[src/rtl/multiplier_4_bit_arbiter.sv]
// Round-robin arbiter that shares one 4x4 unsigned multiplier between two
// clients. The winner's operands are latched and the registered product is returned via valid/ready.

// Combinational shift-and-add 4x4 unsigned multiplier; product split into nibbles.
module multiplier_4_bit_unsigned_v (
  input  logic [3:0] i_au,
  input  logic [3:0] i_bu,
  output logic [3:0] o_fu0,
  output logic [3:0] o_fu1
);
  logic [7:0] acc;

  always_comb begin
    acc = 8'd0;
    for (int i = 0; i < 4; i++) begin
      if (i_bu[i]) acc = acc + ({4'd0, i_au} << i);
    end
  end

  assign o_fu0 = acc[3:0];
  assign o_fu1 = acc[7:4];
endmodule

// Handshake: a request is a level held until o_gnt_<n> pulses. A result is
// offered with o_vld_<n> held high and is consumed on the first edge where
// i_rdy_<n> is sampled high while o_vld_<n> is high.
module multiplier_4_bit_arbiter #(
  parameter bit FIRST_PRIORITY = 1'b0
) (
  input  logic       i_clk,
  input  logic       i_rst_n,
  input  logic       i_req_0,
  input  logic       i_req_1,
  input  logic [3:0] i_au_0,
  input  logic [3:0] i_bu_0,
  input  logic [3:0] i_au_1,
  input  logic [3:0] i_bu_1,
  input  logic       i_rdy_0,
  input  logic       i_rdy_1,
  output logic       o_gnt_0,
  output logic       o_gnt_1,
  output logic       o_vld_0,
  output logic       o_vld_1,
  output logic [7:0] o_prod,
  output logic       o_busy,
  output logic [7:0] o_cnt_0,
  output logic [7:0] o_cnt_1,
  output logic [1:0] o_state
);
  typedef enum logic [1:0] {
    IDLE = 2'd0,
    CALC = 2'd1,
    DONE = 2'd2
  } state_t;

  state_t     state_q, state_d;
  logic [3:0] a_q, a_d, b_q, b_d;
  logic       owner_q, owner_d;
  logic       ptr_q, ptr_d;
  logic [1:0] gnt_q, gnt_d;
  logic [1:0] vld_q, vld_d;
  logic [7:0] prod_q, prod_d;
  logic [7:0] cnt0_q, cnt0_d, cnt1_q, cnt1_d;
  logic       busy_q, busy_d;
  logic [3:0] fu0, fu1;
  logic       win;
  logic       rdy_owner;

  multiplier_4_bit_unsigned_v u_mul (
    .i_au  (a_q),
    .i_bu  (b_q),
    .o_fu0 (fu0),
    .o_fu1 (fu1)
  );

  always_ff @(posedge i_clk or negedge i_rst_n) begin
    if (!i_rst_n) begin
      state_q <= IDLE;
      a_q     <= 4'd0;
      b_q     <= 4'd0;
      owner_q <= 1'b0;
      ptr_q   <= FIRST_PRIORITY;
      gnt_q   <= 2'b00;
      vld_q   <= 2'b00;
      prod_q  <= 8'd0;
      cnt0_q  <= 8'd0;
      cnt1_q  <= 8'd0;
      busy_q  <= 1'b0;
    end else begin
      state_q <= state_d;
      a_q     <= a_d;
      b_q     <= b_d;
      owner_q <= owner_d;
      ptr_q   <= ptr_d;
      gnt_q   <= gnt_d;
      vld_q   <= vld_d;
      prod_q  <= prod_d;
      cnt0_q  <= cnt0_d;
      cnt1_q  <= cnt1_d;
      busy_q  <= busy_d;
    end
  end

  always_comb begin
    state_d   = state_q;
    a_d       = a_q;
    b_d       = b_q;
    owner_d   = owner_q;
    ptr_d     = ptr_q;
    gnt_d     = 2'b00;
    vld_d     = vld_q;
    prod_d    = prod_q;
    cnt0_d    = cnt0_q;
    cnt1_d    = cnt1_q;
    win       = ptr_q;
    rdy_owner = owner_q ? i_rdy_1 : i_rdy_0;
    unique case (state_q)
      IDLE: begin
        if (i_req_0 || i_req_1) begin
          // Contention goes to the pointer; a lone requester wins outright.
          win        = (i_req_0 && i_req_1) ? ptr_q : i_req_1;
          owner_d    = win;
          a_d        = win ? i_au_1 : i_au_0;
          b_d        = win ? i_bu_1 : i_bu_0;
          gnt_d[win] = 1'b1;
          state_d    = CALC;
        end
      end
      CALC: begin
        prod_d         = {fu1, fu0};
        vld_d[owner_q] = 1'b1;
        state_d        = DONE;
      end
      DONE: begin
        if (rdy_owner) begin
          vld_d = 2'b00;
          if (owner_q) cnt1_d = cnt1_q + 8'd1;
          else         cnt0_d = cnt0_q + 8'd1;
          ptr_d   = ~owner_q;
          state_d = IDLE;
        end
      end
      default: state_d = IDLE;
    endcase
    busy_d = (state_d != IDLE);
  end

  assign o_gnt_0 = gnt_q[0];
  assign o_gnt_1 = gnt_q[1];
  assign o_vld_0 = vld_q[0];
  assign o_vld_1 = vld_q[1];
  assign o_prod  = prod_q;
  assign o_busy  = busy_q;
  assign o_cnt_0 = cnt0_q;
  assign o_cnt_1 = cnt1_q;
  assign o_state = state_q;
endmodule

[config.mk]
export PLATFORM = sky130hd
export DESIGN_NAME = multiplier_4_bit_arbiter
export DESIGN_NICKNAME = d
export VERILOG_FILES = /design/src/rtl/multiplier_4_bit_arbiter.sv
export SDC_FILE = /design/constraint.sdc
export NUM_CORES = 1
export LEC_CHECK = 0
export ABC_AREA = 0
export CAP_MARGIN = 10
export CORE_MARGIN = 2
export CORE_UTILIZATION = 44
export DETAILED_ROUTE_END_ITERATION = 16
export GPL_TIMING_DRIVEN = 1
export MAX_ROUTING_LAYER = met4
export PLACE_DENSITY = 0.81
export SLEW_MARGIN = 20
export SYNTH_ARGS = -nofsm -noshare
export SYNTH_HDL_FRONTEND = slang
export SYNTH_SLANG_ARGS = --single-unit
[constraint.sdc]
create_clock -name i_clk -period 4.7 [get_ports i_clk]
set_input_delay 1.41 -clock i_clk [delete_from_list [all_inputs] [get_ports i_clk]]
set_output_delay 1.41 -clock i_clk [all_outputs]
set_load 0.01 [all_outputs]
==> impl_metrics.ini, run 1 <==
[detailed_routing]
routed_via_density = 5.12
via_count = 1745
drt-initial-drc-count = 64
antenna_left = 0
wirelength_um = 4790
wl_met3_um = 178
wl_met1_um = 2270
first_pass_iters = 4
dr.max_layer_used = met4
route.detailed.drc = 0
met2WireLength_um = 2280
wl_per_cell_um = 14.0

[setup_path]
reg2reg_to = o_prod[6]$_DFFE_PN0P_
endpoint = o_prod[6]$_DFFE_PN0P_
start_kind = flop
rr_startpoint = a_q[1]$_DFFE_PN0P_
rrSetupSlack_ns = 0.99
worstRegToRegCells = 18
cp-startpoint = a_q[1]$_DFFE_PN0P_
endpoint_kind = flop
cp.arrival_ns = 3.89
crit_type = flop to flop
cp_max_fo = 7
cp.required_ns = 4.88

[clock_tree]
cts-root-buf = clkbuf_8
cts_made_buffers = 5
clkSinkCount = 41
clk_path_buf_depth = 2
clock_latency_ns = 0.30
cts-resized-gates = 0
htree_levels = 2
post_cts_buffers = 0
cts_hold_buf = 0
clk_pin_slew_ns = 0.09
cts_tree = done

[place]
gp_congestion = 0.862
dpl.hpwl_um = 3550
portBuffers = 52

[logic_synthesis]
synth-async-reset-ratio_pct = 100
syn_inst = 218
ys_ff_latch = 41
synth_area_um2 = 2280
ys_seq_area_share_pct = 45.1
syn_avg_cell_area_um2 = 10.4
syn_nets = 256
synth_edf_count = 0
ys.flop_type = dfrtp_1
yosysWarnings = 0
yosysUniqueCellTypes = 46

[grt]
grt_use_total_pct = 18.5
grt_max_degree = 42
gr-total-overflow = 0
grt_pass1_wl_um = 8430
grt_pass1_vias = 1754
antenna_found_initial = 0

[floorplanning]
core_um2 = 5040
die-height_um = 75.9
rows = 26
ios = 53
dieArea_um2 = 5770
dieWidth_um = 75.9
start_util_pct = 45.2

[power_and_ir_drop]
clockPowerShare_pct = 14.7
power_mw = 1.80
swShare_pct = 40.8
vdd_ir_drop_max_uv = 271
p_int_mw = 1.07
leakage_nw = 1.38
switchingPower_mw = 0.735
power_frac_seq_pct = 36.0
p_comb_share_pct = 49.3
p_per_area_nw_per_um2 = 611

[run]
max_cap_violations = 0

[worst_hold_path]
min_path_type = flop to flop
hold_path_depth = 1
hold_path_startpoint = o_cnt_1[7]$_DFFE_PN0P_

[finish]
synthToLayoutAreaGrowth_pct = 29.4
drive_above_1_share_pct = 8.86
fin_nets = 308
fillCellCount = 443
antenna_cells = 0

[timing]
slew_headroom_pct = 39.3
skew_ns = 0.00840
fin_crit_sh_pct = 78.9
slew_viol_final = 0
fmax_mhz = 270
grt_setup_unrepaired = no
setup_viol = 0
fin_setup_tns_ns = 0
finalHoldViolCount = 0
min_period_ns = 3.71
tightest_slew_ns = 0.911

[run_status]
status = finished clean
-- cell usage after synthesis, drive strengths merged, types with 5 or more instances --
master,n,area share (%)
dfrtp,41,45
nand2,25,4.1
o21ai,17,4.4
inv,15,2.5
ha,13,7.1
xnor2,12,4.6
nand3,11,3.3
a21oi,8,1.8
and3,8,2.2
mux2i,8,3.5
nor2,5,0.82
xor2,5,1.9
-- worst min path at each step --
stage                                   to
finish              o_cnt_1[7]$_DFFE_PN0P_
detailed placement   o_prod[0]$_DFFE_PN0P_
global placement     o_prod[0]$_DFFE_PN0P_
floorplan           o_cnt_0[7]$_DFFE_PN0P_
CTS                 o_cnt_1[7]$_DFFE_PN0P_
global route        o_cnt_1[7]$_DFFE_PN0P_
-- flip-flops by register name (all words and copies together), names as in the netlist --
name	flops
o_state	2
owner_q	1
b_q	4
o_cnt_1	8
o_prod	8
a_q	4
vld_q	2
gnt_q	2
ptr_q	1
o_cnt_0	8
o_busy	1
-- final cells by class --
class / count / area, um^2 / share of cell area, %
inverters: 15 / 56.3 / 1.91
clock buffers: 7 / 96.3 / 3.27
repair buffers: 52 / 515 / 17.5
flip-flops and latches: 41 / 1030 / 34.8
clock inverters: 1 / 8.76 / 0.297
multi-input cells: 155 / 1160 / 39.2
well taps: 70 / 87.6 / 2.97
-- routing by layer --
| layer | up-vias | global-route usage [%] |
|---|---|---|
| li1 | 873 | - |
| met1 | 832 | 24.4 |
| met2 | 35 | 28.7 |
| met3 | 5 | 4.40 |
| met4 | 0 | 5.45 |
| met5 | - | - |
-- metrics by stage --
step | utilization [%] | hold slack (ns) | std cells | area, um^2 | worst slack, ns
finish | 58.4 | 0.468 | 341 | 2950 | 0.993
global route | 58.4 | 0.495 | 341 | 2950 | 0.638
CTS | 58.4 | 0.477 | 341 | 2950 | 0.988
detailed placement | 56.4 | 0.461 | 333 | 2840 | 1.01
global placement | 56.4 | 0.457 | 333 | 2840 | 1.11
floorplan | - | 0.507 | 218 | 2280 | 1.32
-- critical path: stages, from the launching register on --
cell	delay [ns]
dfrtp_1	0.50
and2_1	0.19
ha_1	0.17
inv_1	0.06
fa_1	0.39
xnor2_1	0.16
and3_1	0.21
nor2_1	0.18
inv_1	0.07
ha_1	0.27
nand3_1	0.09
and3_1	0.17
o21ai_0	0.25
nand2_1	0.13
ha_1	0.35
a21oi_1	0.14
nand2_1	0.08
xnor2_1	0.13
o21ai_1	0.07
-- layout by cell type, fill, tap and decap left out, drive strengths merged, types with 3 or more instances in the layout --
master         Yosys  routed
mux2i              8       8
xnor2             12      12
inv               15      16
nand2b             4       4
a31oi              3       3
nand4              4       4
and3               8       8
fa                 3       3
a221o              3       3
a21o               4       4
nand2             25      25
a21oi              8       8
nor2               5       5
xor2               5       5
clkbuf             4       7
ha                13      13
clkdlybuf4s50      0      51
dfrtp             41      41
o21ai             17      17
nand3             11      11
-- kinds of logic after synthesis --
logic type / Yosys count / synth area share, %
adder cells (fa/ha/maj): 17 / 10.2
buffers and inverters: 22 / 4.18
XOR/XNOR: 17 / 6.54
multiplexers: 10 / 4.51
AO/OA/AOI/OAI: 43 / 12.7
AND/OR/NAND/NOR: 68 / 16.8
flip-flops: 41 / 45.1
-- power by group through the flow --
stage	registers, mW	clock network (mW)	logic, mW
6_report	0.648	0.265	0.888
2_1_floorplan	0.638	0	0.570
3_3_place_gp	0.649	0	0.867
3_5_place_dp	0.651	0	0.890
4_1_cts	0.645	0.273	0.898
5_1_grt	0.672	0.289	1.01
Note: power is estimated with default switching activity, not from simulation.
==> inputs of run 2 (changes only) <==
- PLACE_DENSITY: 0.81 -> 0.84
- clock period: 4.7 -> 3.1 ns (I/O delays scaled with it)
==> impl_metrics.ini, run 2 (synthesis results as in run 1) <==
[run_status]
status = finished with violations
violations = setup timing

[detailed_routing]
first_pass_iters = 4
drt-initial-drc-count = 85
wl_met3_um = 174
routed_via_density = 5.00
route.detailed.drc = 0
antenna_left = 0
wirelength_um = 5140
met2WireLength_um = 2590
via_count = 1836
dr.max_layer_used = met4
wl_per_cell_um = 14.0
wl_met1_um = 2310

[worst_hold_path]
min_path_type = flop to flop
whs_endpoint = o_cnt_1[7]$_DFFE_PN0P_
hold_path_depth = 1
hold_path_startpoint = o_cnt_1[7]$_DFFE_PN0P_

[floorplanning]
rows = 26
start_util_pct = 45.2
die-height_um = 75.9
ios = 53
core_um2 = 5040
dieArea_um2 = 5770
dieWidth_um = 75.9

[timing]
setup_viol = 4
skew_ns = 0.00544
min_period_ns = 3.44
worst_slack_ns = -0.343
slew_headroom_pct = 39.9
finalHoldViolCount = 0
grt_setup_unrepaired = yes
tightest_slew_ns = 0.902
fmax_mhz = 290
fin_crit_sh_pct = 111
fin_hold_ws_ns = 0.481
fin_setup_tns_ns = -1.07
slew_viol_final = 0

[power_and_ir_drop]
swShare_pct = 39.6
p_comb_share_pct = 57.6
power_frac_seq_pct = 30.7
leakage_nw = 1.50
vdd_ir_drop_max_uv = 663
p_int_mw = 1.85
p_per_area_nw_per_um2 = 963
switchingPower_mw = 1.21
clockPowerShare_pct = 11.7

[setup_path]
path_buf_inv = 3
cp.required_ns = 3.33
start_kind = flop
crit_slowest_cell = fa_2
crit_top_cell = inv_2
cp.arrival_ns = 3.67
cp_cell_sequence = and2_4 > ha_4 > inv_2 > fa_1 > mux2i_2 > ha_2 > inv_2 > fa_1 > nand2_1 > o31a_1 > ha_2 > fa_2 > inv_2 > a31oi_1 > o21a_1
critical_path.top_delay_family = adder cells
endpoint_kind = flop
rrSetupSlack_ns = -0.34
cp_max_fo = 3
cp-startpoint = a_q[1]$_DFFE_PN0P_
reg2reg_to = o_prod[4]$_DFFE_PN0P_
worstRegToRegCells = 15
slowest_delay_ns = 0.54
crit_type = flop to flop
rr_startpoint = a_q[1]$_DFFE_PN0P_

[clock_tree]
cts-root-buf = clkbuf_8
cts_tree = done
clk_pin_slew_ns = 0.08
cts_made_buffers = 5
clk_path_buf_depth = 2
clkSinkCount = 41
clock_latency_ns = 0.29
cts_hold_buf = 0
htree_levels = 2

[place]
dpl.hpwl_um = 3700
placed_area_um2 = 3000
pre_cts_ws_ns = -0.243
portBuffers = 52
gp_congestion = 0.902

[finish]
synthToLayoutAreaGrowth_pct = 39.8
fin_nets = 335
antenna_cells = 0
drive_above_1_share_pct = 21.5
fin_area_um2 = 3180
mostFrequentLayoutCell = clkdlybuf4s50_1
final_cell_mix = clkdlybuf4s50_1 (51), dfrtp_1 (40), buf_4 (27), nand2_1 (25)

[grt]
gr-total-overflow = 0
antenna_found_initial = 0
grt_use_total_pct = 19.6
grt_pass1_wl_um = 8910
grt_max_degree = 42
grt_pass1_vias = 1892

[run]
max_cap_violations = 0
## run 2: cell types whose count changed in the layout (fill, tap and decap cells not counted), moves of 2 or more
cell	previous run	this run
buf_4	0	27
ha_1	13	9
inv_1	13	10
inv_2	2	5
ha_2	0	2
ha_4	0	2
o21ai_0	14	12
## run 2: how the worst max path moves through the flow
stage | endpoint | cells past startpoint
after floorplan | o_prod[4]$_DFFE_PN0P_ | 15
after global routing | o_prod[5]$_DFFE_PN0P_ | 15
final | o_prod[4]$_DFFE_PN0P_ | 15
after global placement | o_prod[7]$_DFFE_PN0P_ | 15
after detailed placement | o_prod[6]$_DFFE_PN0P_ | 18
after CTS | o_prod[4]$_DFFE_PN0P_ | 15
## run 2: cell type report
class / instances / area [um^2]
Inverter: 15 / 56.3
Clock buffer: 6 / 82.6
Multi-Input combinational cell: 155 / 1200
Timing Repair Buffer: 79 / 718
Clock inverter: 1 / 7.51
Tap cell: 70 / 87.6
Sequential cell: 41 / 1030
Fill cell: 414 / 1860
## run 2: power by group through the flow
| stage | sequential, mW | combinational (mW) | clock [mW] |
|---|---|---|---|
| global placement | 0.942 | 1.52 | 0 |
| floorplan | 0.973 | 0.888 | 0 |
| finish | 0.942 | 1.77 | 0.359 |
| global route | 0.978 | 1.95 | 0.389 |
| CTS | 0.940 | 1.69 | 0.369 |
| detailed placement | 0.947 | 1.59 | 0 |
## run 2: repair_timing
action | 4_1_cts | 5_1_grt
pin swaps | 7 | 4
setup endpoints to repair | 4 | 5
resized for setup | 2 | 4
buffers inserted | 6 | 3
gates cloned | 0 | 0
## run 2: through the flow
step                      util [%]  power (mW)  instances
after floorplan                  -        1.86        218
after global placement        59.6        2.46        351
after detailed placement      59.6        2.54        351
after CTS                     62.5        3.00        364
after global routing          63.2        3.31        367
final                         63.2        3.07        367
## run 2: metal layers
metal / vias up / GRT usage [%]
li1: 921 / -
met1: 865 / 24.8
met2: 44 / 32.5
met3: 6 / 3.33
met4: 0 / 5.82
met5: - / -
